`src/rtl/fb_pkg.sv`:
```
// Shared frame-buffer types: geometry, packed write record, grant encoding and
// the {y,x} address helper used by both the write FIFO and the arbiter.
package fb_pkg;

    localparam int FB_W  = 256;
    localparam int FB_H  = 240;
    localparam int PIX_W = 6;

    typedef logic [15:0] fb_addr_t;

    typedef struct packed {
        logic [7:0]       y;
        logic [7:0]       x;
        logic [PIX_W-1:0] data;
    } fb_wr_t;

    typedef enum logic [1:0] {
        GNT_NONE = 2'd0,
        GNT_RD   = 2'd1,
        GNT_WR   = 2'd2
    } gnt_e;

    // Row-major with a 256-wide row, so the address is a plain concatenation.
    function automatic fb_addr_t fb_addr(input logic [7:0] x, input logic [7:0] y);
        return {y, x};
    endfunction

endpackage

```
`src/rtl/fb_wr_fifo.sv`:
```
// Synchronous FIFO of pending PPU pixel writes. Push is ignored when full and pop
// is ignored when empty; a push and pop in the same cycle leave the level unchanged.
module fb_wr_fifo
    import fb_pkg::*;
#(
    parameter int DEPTH = 16,
    localparam int AW   = $clog2(DEPTH)
) (
    input  logic        Clk,
    input  logic        Reset_n,
    input  logic        push,
    input  logic        pop,
    input  fb_wr_t      din,
    output fb_wr_t      dout,
    output logic        full,
    output logic        empty,
    output logic [AW:0] level
);

    fb_wr_t        mem [DEPTH];
    logic [AW-1:0] wr_ptr;
    logic [AW-1:0] rd_ptr;
    logic [AW:0]   count;
    logic          do_push;
    logic          do_pop;

    assign full    = (count == (AW+1)'(DEPTH));
    assign empty   = (count == '0);
    assign level   = count;
    assign dout    = mem[rd_ptr];
    assign do_push = push && !full;
    assign do_pop  = pop && !empty;

    // Storage needs no reset: the pointers and count define what is valid.
    always_ff @(posedge Clk) begin
        if (do_push) begin
            mem[wr_ptr] <= din;
        end
    end

    // Pointers are exactly AW bits wide, so they wrap modulo DEPTH for free.
    always_ff @(posedge Clk or negedge Reset_n) begin
        if (!Reset_n) begin
            wr_ptr <= '0;
            rd_ptr <= '0;
            count  <= '0;
        end else begin
            if (do_push) begin
                wr_ptr <= wr_ptr + 1'b1;
            end
            if (do_pop) begin
                rd_ptr <= rd_ptr + 1'b1;
            end
            case ({do_push, do_pop})
                2'b10:   count <= count + 1'b1;
                2'b01:   count <= count - 1'b1;
                default: count <= count;
            endcase
        end
    end

endmodule

```
`src/rtl/fb_port_arbiter.sv`:
```
// Single-port frame-buffer arbiter: VGA scan-out reads always win the RAM, PPU
// pixel writes are queued and drained in any cycle without a read.
module fb_port_arbiter
    import fb_pkg::*;
#(
    parameter int FIFO_DEPTH = 16,
    parameter int LVL_W      = $clog2(FIFO_DEPTH) + 1
) (
    input  logic             Clk,
    input  logic             Reset_n,
    input  logic             ppu_wr_valid,
    output logic             ppu_wr_ready,
    input  logic [7:0]       ppu_wr_x,
    input  logic [7:0]       ppu_wr_y,
    input  logic [PIX_W-1:0] ppu_wr_data,
    input  logic             vga_rd_valid,
    input  logic [7:0]       vga_rd_x,
    input  logic [7:0]       vga_rd_y,
    output logic [PIX_W-1:0] vga_rd_data,
    output logic             vga_rd_dvalid,
    output logic [15:0]      ram_addr,
    output logic             ram_we,
    output logic [PIX_W-1:0] ram_wdata,
    input  logic [PIX_W-1:0] ram_rdata,
    output logic [LVL_W-1:0] fifo_level,
    output logic [1:0]       gnt,
    output logic             wr_stall_seen,
    input  logic             clr_status
);

    // PPU handshake: a write transfers in a cycle where ppu_wr_valid && ppu_wr_ready;
    // ready depends only on registered FIFO state, never on valid.
    fb_wr_t wr_in;
    fb_wr_t head;
    logic   fifo_full;
    logic   fifo_empty;
    logic   push;
    logic   pop;
    gnt_e   gnt_sel;
    logic   rd_pend;

    assign wr_in        = '{y: ppu_wr_y, x: ppu_wr_x, data: ppu_wr_data};
    assign ppu_wr_ready = !fifo_full;
    assign push         = ppu_wr_valid && ppu_wr_ready;
    assign pop          = !vga_rd_valid && !fifo_empty;
    assign gnt          = gnt_sel;

    fb_wr_fifo #(
        .DEPTH (FIFO_DEPTH)
    ) u_wr_fifo (
        .Clk     (Clk),
        .Reset_n (Reset_n),
        .push    (push),
        .pop     (pop),
        .din     (wr_in),
        .dout    (head),
        .full    (fifo_full),
        .empty   (fifo_empty),
        .level   (fifo_level)
    );

    // Off-screen rows are still popped so a bad write cannot block the queue.
    always_comb begin
        gnt_sel   = GNT_NONE;
        ram_addr  = '0;
        ram_we    = 1'b0;
        ram_wdata = '0;
        if (vga_rd_valid) begin
            gnt_sel  = GNT_RD;
            ram_addr = fb_addr(vga_rd_x, vga_rd_y);
        end else if (!fifo_empty) begin
            gnt_sel   = GNT_WR;
            ram_addr  = fb_addr(head.x, head.y);
            ram_wdata = head.data;
            ram_we    = (head.y < 8'(FB_H));
        end
    end

    // Request in N, RAM data in N+1, registered result visible in N+2.
    always_ff @(posedge Clk or negedge Reset_n) begin
        if (!Reset_n) begin
            rd_pend       <= 1'b0;
            vga_rd_dvalid <= 1'b0;
            vga_rd_data   <= '0;
        end else begin
            rd_pend       <= vga_rd_valid;
            vga_rd_dvalid <= rd_pend;
            if (rd_pend) begin
                vga_rd_data <= ram_rdata;
            end
        end
    end

    always_ff @(posedge Clk or negedge Reset_n) begin
        if (!Reset_n) begin
            wr_stall_seen <= 1'b0;
        end else if (ppu_wr_valid && !ppu_wr_ready) begin
            wr_stall_seen <= 1'b1;
        end else if (clr_status) begin
            wr_stall_seen <= 1'b0;
        end
    end

endmodule

```
`config.mk`:
```
export PLATFORM = sky130hd
export DESIGN_NAME = fb_port_arbiter
export DESIGN_NICKNAME = d
export VERILOG_FILES = /design/src/rtl/fb_pkg.sv /design/src/rtl/fb_wr_fifo.sv /design/src/rtl/fb_port_arbiter.sv
export SDC_FILE = /design/constraint.sdc
export NUM_CORES = 1
export LEC_CHECK = 0
export CAP_MARGIN = 20
export CORE_UTILIZATION = 59
export CTS_CLUSTER_SIZE = 10
export DETAILED_ROUTE_END_ITERATION = 10
export GPL_ROUTABILITY_DRIVEN = 1
export PLACE_DENSITY = 0.79
export SLEW_MARGIN = 10
export SYNTH_ARGS = -nofsm -noshare
export SYNTH_HDL_FRONTEND = slang
export SYNTH_SLANG_ARGS = --single-unit
```
`constraint.sdc`:
```
create_clock -name Clk -period 4.1 [get_ports Clk]
set_input_delay 0.82 -clock Clk [delete_from_list [all_inputs] [get_ports Clk]]
set_output_delay 0.82 -clock Clk [all_outputs]
set_load 0.03 [all_outputs]
```
==> qor.tcl, run 1 <==
set qor(outcome) {completed}
set qor(vert_die_dim_um) 159
set qor(floorplan.core_area_sq_um) 24300
set qor(globalplace.congestion) 0.801
set qor(crit_fanout) 10
set qor(antenna_found_initial) 0
set qor(fin_worst_skew_ns) 0.0214
set qor(place.port_buffers) 87
set qor(path_clk_slew_ns) 0.05
set qor(post_route_cells_drive_above_1_share_pct) 28.0
set qor(maxCapViolCount) 0
set qor(fp.dieArea_sq_um) 25400
set qor(global_route.usage.total_pct) 26.1
set qor(numClockSinks) 374
set qor(num-nets-final) 842
set qor(ioPinCount) 88
set qor(path_class) {reg2out}
set qor(syn-cell-area_sq_um) 14600
set qor(post_synthesis_cells) 650
set qor(series_of_cell_instances_along_the_critical_path) {buf_4, mux4_2, mux4_2, a22o_1, clkdlybuf4s50_1}
set qor(post-synth-top-area-cell) {sky130_fd_sc_hd__edfxtp_1}
set qor(min_period_over_period_pct) 98.4
set qor(tritoncts) {built}
set qor(syn-num-nets) 707
set qor(synth_cell_types) 32
set qor(finalSetupViolations) 0
set qor(period_needed_ns) 4.03
set qor(antenna_cells) 0
set qor(cts-buffers-inserted) 43
set qor(synth_top_area_share_pct) 72.4
set qor(grt_pass1_vias) 7699
set qor(detailedRoute.firstPassIterationCount) 5
set qor(drt-initial-drc-count) 866
set qor(initial_core_util_pct) 60.0
set qor(ys_warn_count) 0
set qor(wire_length_of_the_first_global_routing_pass_mm) 47.9
set qor(timing_hold_violations_final) 0
set qor(seq_area_frac_synth_pct) 76.2
set qor(area_growth_syn_to_layout_pct) 20.0
set qor(timing_worst_slew_pin_value_ns) 0.892
set qor(grt_overflow_total) 0
set qor(post_synth_main_area_contributors) {sky130_fd_sc_hd__edfxtp_1 72%, sky130_fd_sc_hd__mux4_2 16%, sky130_fd_sc_hd__dfrtp_1 3.8%, sky130_fd_sc_hd__a22o_1 0.96%, sky130_fd_sc_hd__ha_1 0.69%}
set qor(fmax_mhz) 248
set qor(post_route_total_power_w) 0.0121
set qor(timing.final.ws_setup_ns) 0.0674
set qor(synth.cells.most_frequent) {352 x sky130_fd_sc_hd__edfxtp_1, 106 x sky130_fd_sc_hd__mux4_2, 22 x sky130_fd_sc_hd__dfrtp_1}
set qor(worstSetupStartpointType) {flip-flop}
set qor(critical_path.slowest_cell) {sky130_fd_sc_hd__clkdlybuf4s50_1}
set qor(clkLatencyLatePin_ns) 0.53
set qor(placed_instance_area_sq_um) 16200
set qor(final_non_filler_cell_area_sq_um) 17500
set qor(static_leakage_nw) 5.77
set qor(detailed_place_hpwl_mm) 17.8
set qor(clock-root-buffer) {sky130_fd_sc_hd__clkbuf_16}
set qor(final_ant_viol_nets) 0
set qor(wirelength_mm) 32.1
set qor(std_cell_rows) 57
set qor(timing.max_slew.rel_slack_pct) 40.5
set qor(route.vias.total) 7282
set qor(arrival_ns) 3.21
set qor(rsz0062_at_grt) {false}
set qor(setup_tns_ns) 0
set qor(vdd_drop_max_mv) 0.487
set qor(layout.filler_cells) 1313
set qor(postSynthRegisterBits) 374
set qor(cts_htree_levels) 2
set qor(detailedPlace.worstSlack_ns) 0.284
set qor(cellPowerDensity_nw_per_um2) 690
set qor(cell_with_the_most_instances_after_synthesis) {sky130_fd_sc_hd__edfxtp_1}
set qor(cts-root-to-sink-buffers) 3
set qor(syn_avg_cell_area_sq_um) 22.5
set qor(min_path_cells) 1
set qor(min_path_type) {reg2reg}
set qor(largest_net_degree_at_the_start_of_global_routing) 28
set qor(async_flop_share_pct) 5.88
set qor(critPathMostFrequentCell) {sky130_fd_sc_hd__mux4_2}
set qor(worst-endpoint-required_ns) 3.28
set qor(drt-vias-per-instance) 6.42
set qor(synth_enable_flop_cells) 352
set qor(yosys_most_used_dff) {sky130_fd_sc_hd__edfxtp_1}
set qor(die_w_um) 159
set qor(route.detailed.drc) 0
set qor(r2r.worst_path.cells) 13
set qor(route.detailed.wl_per_inst_um) 28.3
set qor(max_stage_delay_ns) 0.59
set qor(crit_path_end_kind) {output pin}
set qor(final-max-slew-violation-count) 0
[through the flow]
stage / util (%) / hold slack, ns / cells
floorplan: - / 0.352 / 650
global placement: 66.5 / 0.490 / 1060
detailed placement: 66.5 / 0.497 / 1060
CTS: 71.8 / 0.509 / 1132
global route: 72.0 / 0.518 / 1134
finish: 72.0 / 0.505 / 1134
[final cells by class]
type / instances / area, sq um / area share [%]
clock buffers: 67 / 1190 / 6.78
clock inverters: 3 / 55.1 / 0.314
well taps: 324 / 405 / 2.32
multi-input cells: 231 / 3290 / 18.8
repair buffers: 129 / 1420 / 8.12
flip-flops and latches: 374 / 11100 / 63.6
inverters: 6 / 23.8 / 0.136
[report_power, final]
part           internal [W]  total (W)  switching [W]
combinational       0.00187    0.00370        0.00183
clock               0.00204    0.00342        0.00138
sequential          0.00462    0.00497       0.000346
[metal layers]
layer,part of all wire (%),global-route usage (%)
met1,39,35.8
met2,50,42.6
met4,3.3,9.75
met5,0,0
met3,7.5,4.87
[worst paths after layout]
| kind | from | to | slack, ns |
|---|---|---|---|
| setup reg to reg | u_wr_fifo.level[1]$_DFFE_PN0P_ | u_wr_fifo.level[4]$_DFFE_PN0P_ | 0.74 |
| hold / removal | vga_rd_data[1]$_DFFE_PN0P_ | vga_rd_data[1]$_DFFE_PN0P_ | 0.50 |
| min in group asynchronous | Reset_n | u_wr_fifo.level[3]$_DFFE_PN0P_ | 0.56 |
| setup / recovery | u_wr_fifo.rd_ptr[0]$_DFFE_PN0P_ | ram_addr[0] | 0.07 |
| max in group asynchronous | Reset_n | u_wr_fifo.rd_ptr[2]$_DFFE_PN0P_ | 3.10 |
| hold reg to reg | vga_rd_data[1]$_DFFE_PN0P_ | vga_rd_data[1]$_DFFE_PN0P_ | 0.50 |
[critical path: cells and delay by family (launching register included)]
family / cells / cell delay (ns)
AOI/OAI and AO/OA: 1 / 0.22
muxes: 2 / 1.03
buffers and inverters: 2 / 0.88
DFF: 1 / 0.54
[what timing repair did]
item	in CTS	in global routing
endpoints found under the setup margin	20	7
hold buffers	0	0
gates cloned	0	0
buffers inserted	2	1
resized for setup	2	7
[flip-flops by register name, indices dropped and copies added (netlist names)]
signal / cells
rd_pend: 1
u_wr_fifo.level: 5
u_wr_fifo.mem: 352
u_wr_fifo.rd_ptr: 4
u_wr_fifo.wr_ptr: 4
vga_rd_data: 6
vga_rd_dvalid: 1
wr_stall_seen: 1
[placed cells by master (no fill, tap or decap), types with 4 or more instances in the layout]
| cell type | instances |
|---|---|
| sky130_fd_sc_hd__clkbuf_1 | 23 |
| sky130_fd_sc_hd__dfrtp_1 | 19 |
| sky130_fd_sc_hd__buf_12 | 17 |
| sky130_fd_sc_hd__a22o_1 | 16 |
| sky130_fd_sc_hd__dlymetal6s2s_1 | 7 |
| sky130_fd_sc_hd__mux4_2 | 106 |
| sky130_fd_sc_hd__and2_1 | 7 |
| sky130_fd_sc_hd__edfxtp_1 | 352 |
| sky130_fd_sc_hd__nor2_2 | 12 |
| sky130_fd_sc_hd__inv_1 | 5 |
| sky130_fd_sc_hd__nor2b_1 | 4 |
| sky130_fd_sc_hd__buf_4 | 27 |
| sky130_fd_sc_hd__clkdlybuf4s50_1 | 76 |
| sky130_fd_sc_hd__a22oi_1 | 5 |
| sky130_fd_sc_hd__nor3_2 | 4 |
| sky130_fd_sc_hd__xor2_1 | 4 |
| sky130_fd_sc_hd__clkbuf_16 | 44 |
| sky130_fd_sc_hd__nand2_1 | 17 |
| sky130_fd_sc_hd__ha_1 | 8 |
| sky130_fd_sc_hd__o21ai_0 | 4 |
| sky130_fd_sc_hd__xnor2_1 | 8 |
| sky130_fd_sc_hd__nor2_1 | 4 |
| sky130_fd_sc_hd__mux2_2 | 7 |
| sky130_fd_sc_hd__nand3_1 | 10 |
[logic make-up (layout without fill, tap and decap cells)]
family	count (synthesis)	after routing	share of synthesized area, %
AO/OA/AOI/OAI	32	32	1.68
multiplexers	113	113	16.9
adder cells (fa/ha/maj)	8	8	0.686
XOR/XNOR	12	12	0.720
buffers and inverters	45	205	1.61
flip-flops	374	374	76.2
AND/OR/NAND/NOR	66	66	2.20
Note: power is estimated with default switching activity, not from simulation.
==> inputs of run 2 (changes only) <==
--- a/config.mk
+++ b/config.mk
@@ -6,9 +6,9 @@
 export NUM_CORES = 1
 export LEC_CHECK = 0
 export CAP_MARGIN = 20
-export CORE_UTILIZATION = 59
-export CTS_CLUSTER_SIZE = 10
+export CORE_UTILIZATION = 63
 export DETAILED_ROUTE_END_ITERATION = 10
+export DONT_BUFFER_PORTS = 1
 export GPL_ROUTABILITY_DRIVEN = 1
 export PLACE_DENSITY = 0.79
 export SLEW_MARGIN = 10
==> run 2 against run 1 <==
Compared with the run above: combinational power shrank 16%; via count is 5.3% lower; fmax rose by 12%; total power shrank 7.6%; sequential share of layout area up 5.0 points; critical endpoint unchanged; count of clock-buffer cells in the layout shrank 26; wire length fell by 3.2%; die area fell by 6.3%.
==> qor.tcl, run 2 (synthesized netlist as in run 1, its figures left out) <==
set qor(detailedRoute.firstPassIterationCount) 5
set qor(area_growth_syn_to_layout_pct) 11.1
set qor(globalplace.congestion) 0.811
set qor(reg2reg_setup_slack_ns) 0.73
set qor(route.vias.total) 6898
set qor(critical_path.slowest_cell) {sky130_fd_sc_hd__mux4_2}
set qor(min_path_cells) 0
set qor(die_w_um) 154
set qor(num-nets-final) 739
set qor(cts-buffers-inserted) 36
set qor(crit_path_end_kind) {output pin}
set qor(cts_htree_levels) 2
set qor(drt-initial-drc-count) 820
set qor(route.detailed.drc) 0
set qor(vert_die_dim_um) 154
set qor(global_route.usage.total_pct) 27.6
set qor(ioPinCount) 88
set qor(path_class) {reg2out}
set qor(hold-path-endpoint) {rd_pend$_DFF_PN0_}
set qor(layout_common_cells) {352 x sky130_fd_sc_hd__edfxtp_1, 106 x sky130_fd_sc_hd__mux4_2, 37 x sky130_fd_sc_hd__clkbuf_16}
set qor(fp.dieArea_sq_um) 23800
set qor(finalSetupViolations) 0
set qor(final_ant_viol_nets) 0
set qor(period_needed_ns) 3.61
set qor(min_path_type) {in2reg}
set qor(final_non_filler_cell_area_sq_um) 16200
set qor(place.port_buffers) 0
set qor(worstReg2RegEnd) {u_wr_fifo.level[4]$_DFFE_PN0P_}
set qor(grt_pass1_vias) 7199
set qor(r2r.worst_path.cells) 12
set qor(cellPowerDensity_nw_per_um2) 689
set qor(fin_worst_skew_ns) 0.0189
set qor(timing_hold_violations_final) 0
set qor(crit_path_start) {u_wr_fifo.rd_ptr[0]$_DFFE_PN0P_}
set qor(tritoncts) {built}
set qor(max_stage_delay_ns) 0.58
set qor(max_flop_register) {u_wr_fifo.mem}
set qor(static_leakage_nw) 5.20
set qor(grt_overflow_total) 0
set qor(maxCapViolCount) 0
set qor(worstSetupStartpointType) {flip-flop}
set qor(detailed_place_hpwl_mm) 16.6
set qor(std_cell_rows) 55
set qor(clock-root-buffer) {sky130_fd_sc_hd__clkbuf_16}
set qor(route.detailed.wl_per_inst_um) 31.4
set qor(clkLatencyLatePin_ns) 0.50
set qor(multiInputGateArea_sq_um) 3290
set qor(critPathMostFrequentCell) {sky130_fd_sc_hd__mux4_2}
set qor(final-seq-area_sq_um) 11100
set qor(timing.max_slew.rel_slack_pct) 46.0
set qor(vdd_drop_max_mv) 0.517
set qor(series_of_cell_instances_along_the_critical_path) {buf_12, mux4_2, mux4_2, a22o_1}
set qor(final-max-slew-violation-count) 0
set qor(largest_register_ff_count) 352
set qor(critical_path.reg2reg.startpoint) {u_wr_fifo.level[1]$_DFFE_PN0P_}
set qor(drt-vias-per-instance) 6.96
set qor(antenna_found_initial) 0
set qor(layout.filler_cells) 1237
set qor(min_period_over_period_pct) 88.1
set qor(timing_worst_slew_pin_value_ns) 0.810
set qor(layout.cells.most_common) {sky130_fd_sc_hd__edfxtp_1}
set qor(arrival_ns) 2.79
set qor(fmax_mhz) 277
set qor(floorplan.core_area_sq_um) 22700
set qor(numClockSinks) 374
set qor(largest_net_degree_at_the_start_of_global_routing) 54
set qor(wire_length_of_the_first_global_routing_pass_mm) 46.1
set qor(placed_instance_area_sq_um) 15100
set qor(crit_fanout) 53
set qor(cts-root-to-sink-buffers) 3
set qor(post_cts_resize_count) 0
set qor(outcome) {completed}
set qor(worst-endpoint-required_ns) 3.28
set qor(rsz0062_at_grt) {false}
set qor(antenna_cells) 0
set qor(wirelength_mm) 31.1
set qor(setup_tns_ns) 0
set qor(path_clk_slew_ns) 0.06
set qor(initial_core_util_pct) 64.3
set qor(post_route_cells_drive_above_1_share_pct) 30.0
set qor(hold_path.startpoint) {vga_rd_valid}
==> run 2: cell count changes in the layout (fill, tap and decap cells not counted), sizes merged <==
| cell | before | now |
|---|---|---|
| clkinvlp | 0 | 1 |
| inv | 6 | 5 |
| bufinv | 1 | 2 |
| dlygate4sd3 | 0 | 2 |
| buf | 46 | 31 |
| clkinv | 2 | 19 |
| clkdlybuf4s50 | 76 | 0 |
| dlymetal6s2s | 7 | 0 |
| clkbuf | 67 | 41 |
==> run 2: report_power, final <==
group          switching (W)  internal, W
Clock                0.00131      0.00177
Combinational        0.00164      0.00147
Sequential          0.000373      0.00462
==> run 2: how the worst max path moves through the flow <==
stage | slack (ns) | endpoint | cells after the start
final | 0.49 | ram_addr[0] | 4
after CTS | 0.46 | ram_addr[0] | 4
after floorplan | 0.39 | u_wr_fifo.mem[3][0]$_DFFE_PP_ | 7
after detailed placement | 0.77 | u_wr_fifo.level[4]$_DFFE_PN0P_ | 12
after global placement | 0.96 | u_wr_fifo.level[4]$_DFFE_PN0P_ | 12
after global routing | 0.40 | ram_addr[0] | 4
==> run 2: area by class of cell <==
class / instances / area share [%]
clock buffers: 41 / 5.80
flip-flops and latches: 374 / 68.6
well taps: 285 / 2.20
inverters: 6 / 0.139
clock inverters: 21 / 0.895
repair buffers: 33 / 2.10
multi-input cells: 231 / 20.3
==> run 2: metrics by stage <==
stage	setup slack [ns]	power, W	utilization [%]	std cells	hold WS (ns)
detailed placement	0.771	0.00814	66.6	927	0.525
global placement	0.964	0.00803	66.6	927	0.518
CTS	0.460	0.0112	71.4	990	0.00574
global route	0.398	0.0116	71.4	991	0.328
floorplan	0.387	0.00739	-	650	0.352
finish	0.488	0.0112	71.4	991	0.347
==> run 2: critical path: cells and delay by family, from the launching register on <==
kind	cells	cell delay [ns]
compound gates	1	0.34
buf+inv	1	0.35
flops	1	0.44
mux	2	1.11
==> run 2: routing by layer <==
layer / GRT usage, % / routed length [um]
met2: 45.9 / 15700
met3: 5.32 / 2600
met5: 0 / 0
met1: 37.0 / 11800
met4: 10.4 / 960
==> run 2: what timing repair did <==
action,CTS,global route
endpoints found under the setup margin,0,0
hold buffers,1,1
endpoints found under the hold margin,14,8
setup buffers,0,0
==> inputs of run 3 (changes only) <==
--- a/config.mk
+++ b/config.mk
@@ -6,12 +6,14 @@
 export NUM_CORES = 1
 export LEC_CHECK = 0
 export CAP_MARGIN = 20
+export CORE_MARGIN = 1.5
 export CORE_UTILIZATION = 63
 export DETAILED_ROUTE_END_ITERATION = 10
 export DONT_BUFFER_PORTS = 1
 export GPL_ROUTABILITY_DRIVEN = 1
+export GPL_TIMING_DRIVEN = 0
 export PLACE_DENSITY = 0.79
-export SLEW_MARGIN = 10
+export SLEW_MARGIN = 40
 export SYNTH_ARGS = -nofsm -noshare
 export SYNTH_HDL_FRONTEND = slang
 export SYNTH_SLANG_ARGS = --single-unit
==> run 3 against run 2 <==
Compared with the run above: final cell count rose by 4.3%; first-iteration DRC count rose by 15%; total power rose by 4.6%; non-clock buffer count rose by 40; final area rose by 2.4%; clock power rose by 5%.
==> qor.tcl, run 3 (synthesized netlist as in run 1, its figures left out) <==
set qor(globalplace.congestion) 0.807
set qor(wire_length_of_the_first_global_routing_pass_mm) 49.8
set qor(timing_worst_slew_pin_value_ns) 0.859
set qor(cts_setup_buffers) 0
set qor(cts-buffers-inserted) 37
set qor(antenna_cells) 0
set qor(area_growth_syn_to_layout_pct) 13.8
set qor(ioPinCount) 88
set qor(wirelength_mm) 34.5
set qor(timing.final.ws_setup_ns) 0.0615
set qor(series_of_cell_instances_along_the_critical_path) {clkbuf_1, buf_1, mux4_2, mux4_2, a22o_1}
set qor(antenna_found_initial) 0
set qor(numClockSinks) 374
set qor(finalHoldWorstSlack_ns) 0.255
set qor(drt-initial-drc-count) 940
set qor(maxCapViolCount) 0
set qor(final_non_filler_cell_area_sq_um) 16600
set qor(final-max-slew-violation-count) 0
set qor(dpl.cell_count) 968
set qor(crit_fanout) 10
set qor(critical_path.slowest_cell) {sky130_fd_sc_hd__buf_1}
set qor(period_needed_ns) 4.04
set qor(static_leakage_nw) 5.38
set qor(timing_hold_violations_final) 0
set qor(min_period_over_period_pct) 98.5
set qor(rsz0062_at_grt) {false}
set qor(route.detailed.drc) 0
set qor(fmax_mhz) 248
set qor(max_stage_delay_ns) 0.65
set qor(layout.cells.most_common) {sky130_fd_sc_hd__edfxtp_1}
set qor(initial_core_util_pct) 64.3
set qor(critical_path.reg2reg.startpoint) {u_wr_fifo.level[2]$_DFFE_PN0P_}
set qor(clkLatencyLatePin_ns) 0.52
set qor(tritoncts) {built}
set qor(largest_register_ff_count) 352
set qor(placed_instance_area_sq_um) 15500
set qor(drt-vias-per-instance) 7.13
set qor(clock-root-buffer) {sky130_fd_sc_hd__clkbuf_16}
set qor(route.detailed.wl_per_inst_um) 33.4
set qor(die_w_um) 155
set qor(critPathMostFrequentCell) {sky130_fd_sc_hd__mux4_2}
set qor(floorplan.core_area_sq_um) 22700
set qor(max_flop_register) {u_wr_fifo.mem}
set qor(vert_die_dim_um) 155
set qor(path_class) {reg2out}
set qor(outcome) {completed}
set qor(cellPowerDensity_nw_per_um2) 703
set qor(cts_htree_levels) 2
set qor(finalSetupViolations) 0
set qor(num-nets-final) 780
set qor(detailedPlace.worstSlack_ns) 0.0299
set qor(final_ant_viol_nets) 0
set qor(worstReg2RegEnd) {u_wr_fifo.level[4]$_DFFE_PN0P_}
set qor(r2r.worst_path.cells) 15
set qor(detailedRoute.firstPassIterationCount) 5
set qor(fp.dieArea_sq_um) 24100
set qor(stdcell_count) 1034
set qor(layout.core_utilization_pct) 73.2
set qor(layout_common_cells) {352 x sky130_fd_sc_hd__edfxtp_1, 106 x sky130_fd_sc_hd__mux4_2, 38 x sky130_fd_sc_hd__clkbuf_16}
set qor(worstSetupStartpointType) {flip-flop}
set qor(crit_path_end_kind) {output pin}
set qor(arrival_ns) 3.22
set qor(std_cell_rows) 55
set qor(fin_worst_skew_ns) 0.0190
set qor(timing.max_slew.rel_slack_pct) 42.7
set qor(reg2reg_setup_slack_ns) 0.21
set qor(path_clk_slew_ns) 0.07
set qor(grt_overflow_total) 0
set qor(place.port_buffers) 0
set qor(largest_net_degree_at_the_start_of_global_routing) 23
set qor(detailed_place_hpwl_mm) 21.1
set qor(worst-endpoint-required_ns) 3.28
set qor(vdd_drop_max_mv) 0.566
set qor(post_route_cells_drive_above_1_share_pct) 31.6
set qor(cts-root-to-sink-buffers) 3
set qor(route.vias.total) 7369
set qor(global_route.usage.total_pct) 30.0
set qor(grt_pass1_vias) 7611
set qor(min_path_type) {in2async}
## run 3: changes by cell type in the layout (fill, tap and decap cells not counted), moves of 6 or more
cell and change:
sky130_fd_sc_hd__buf_8 +15, sky130_fd_sc_hd__buf_12 -7, sky130_fd_sc_hd__buf_1 +6, sky130_fd_sc_hd__clkbuf_1 +17
sky130_fd_sc_hd__nor2_2 -12, sky130_fd_sc_hd__buf_6 +6, sky130_fd_sc_hd__nor2_4 +12, sky130_fd_sc_hd__buf_2 +12
sky130_fd_sc_hd__buf_4 -8
## run 3: critical path, delay by kind of cell (launching register included)
kind	cells	cell delay, ns
buffers and inverters	2	1.08
muxes	2	0.94
AOI/OAI and AO/OA	1	0.34
DFF	1	0.33
## run 3: worst max path at each step
stage                                          from                             end  slack (ns)  depth (start not counted)
detailed placement                     vga_rd_valid  u_wr_fifo.level[4]$_DFFE_PN0P_        0.03                         13
global route         u_wr_fifo.level[1]$_DFFE_PN0P_  u_wr_fifo.level[4]$_DFFE_PN0P_        0.01                         15
global placement     u_wr_fifo.level[2]$_DFFE_PN0P_  u_wr_fifo.mem[2][14]$_DFFE_PP_       -1.75                          7
finish              u_wr_fifo.rd_ptr[2]$_DFFE_PN0P_                     ram_addr[0]        0.06                          5
CTS                 u_wr_fifo.rd_ptr[2]$_DFFE_PN0P_                     ram_addr[5]        0.02                          5
floorplan            u_wr_fifo.level[2]$_DFFE_PN0P_   u_wr_fifo.mem[3][0]$_DFFE_PP_        0.39                          7
## run 3: cell type report
cell class | instances | area, sq um
buffer | 39 | 221
clock buffer | 48 | 998
clock inverter | 17 | 141
fill | 1212 | 6090
inverter | 6 | 26.3
multi-input combinational | 231 | 3360
sequential | 374 | 11100
tap | 285 | 357
timing repair buffer | 34 | 394
## run 3: what timing repair did
action                                  CTS  global route
endpoints found under the setup margin   10             6
endpoints found under the hold margin    22             0
gates resized for setup                   4             6
hold buffers                              1             0
## run 3: report_power, final
| part | total [W] | switching (W) | internal (W) | leakage, nW |
|---|---|---|---|---|
| clock network | 0.00323 | 0.00138 | 0.00185 | 0.558 |
| registers | 0.00483 | 0.000220 | 0.00461 | 3.44 |
| logic | 0.00362 | 0.00205 | 0.00157 | 1.38 |
| total | 0.0117 | 0.00365 | 0.00803 | 5.38 |
## run 3: layer usage
layer | share of wire (%) | vias up | track usage [%]
li1 | - | 2865 | -
met1 | 35 | 3877 | 39.8
met2 | 50 | 538 | 48.7
met3 | 11 | 89 | 7.33
met4 | 3.7 | 0 | 12.5
met5 | 0 | - | 0
## run 3: stage by stage
stage | total power (W) | TNS [ns]
floorplan | 0.00739 | 0
CTS | 0.0117 | 0
global placement | 0.00814 | -196.58
finish | 0.0117 | 0
detailed placement | 0.00845 | 0
global route | 0.0120 | 0
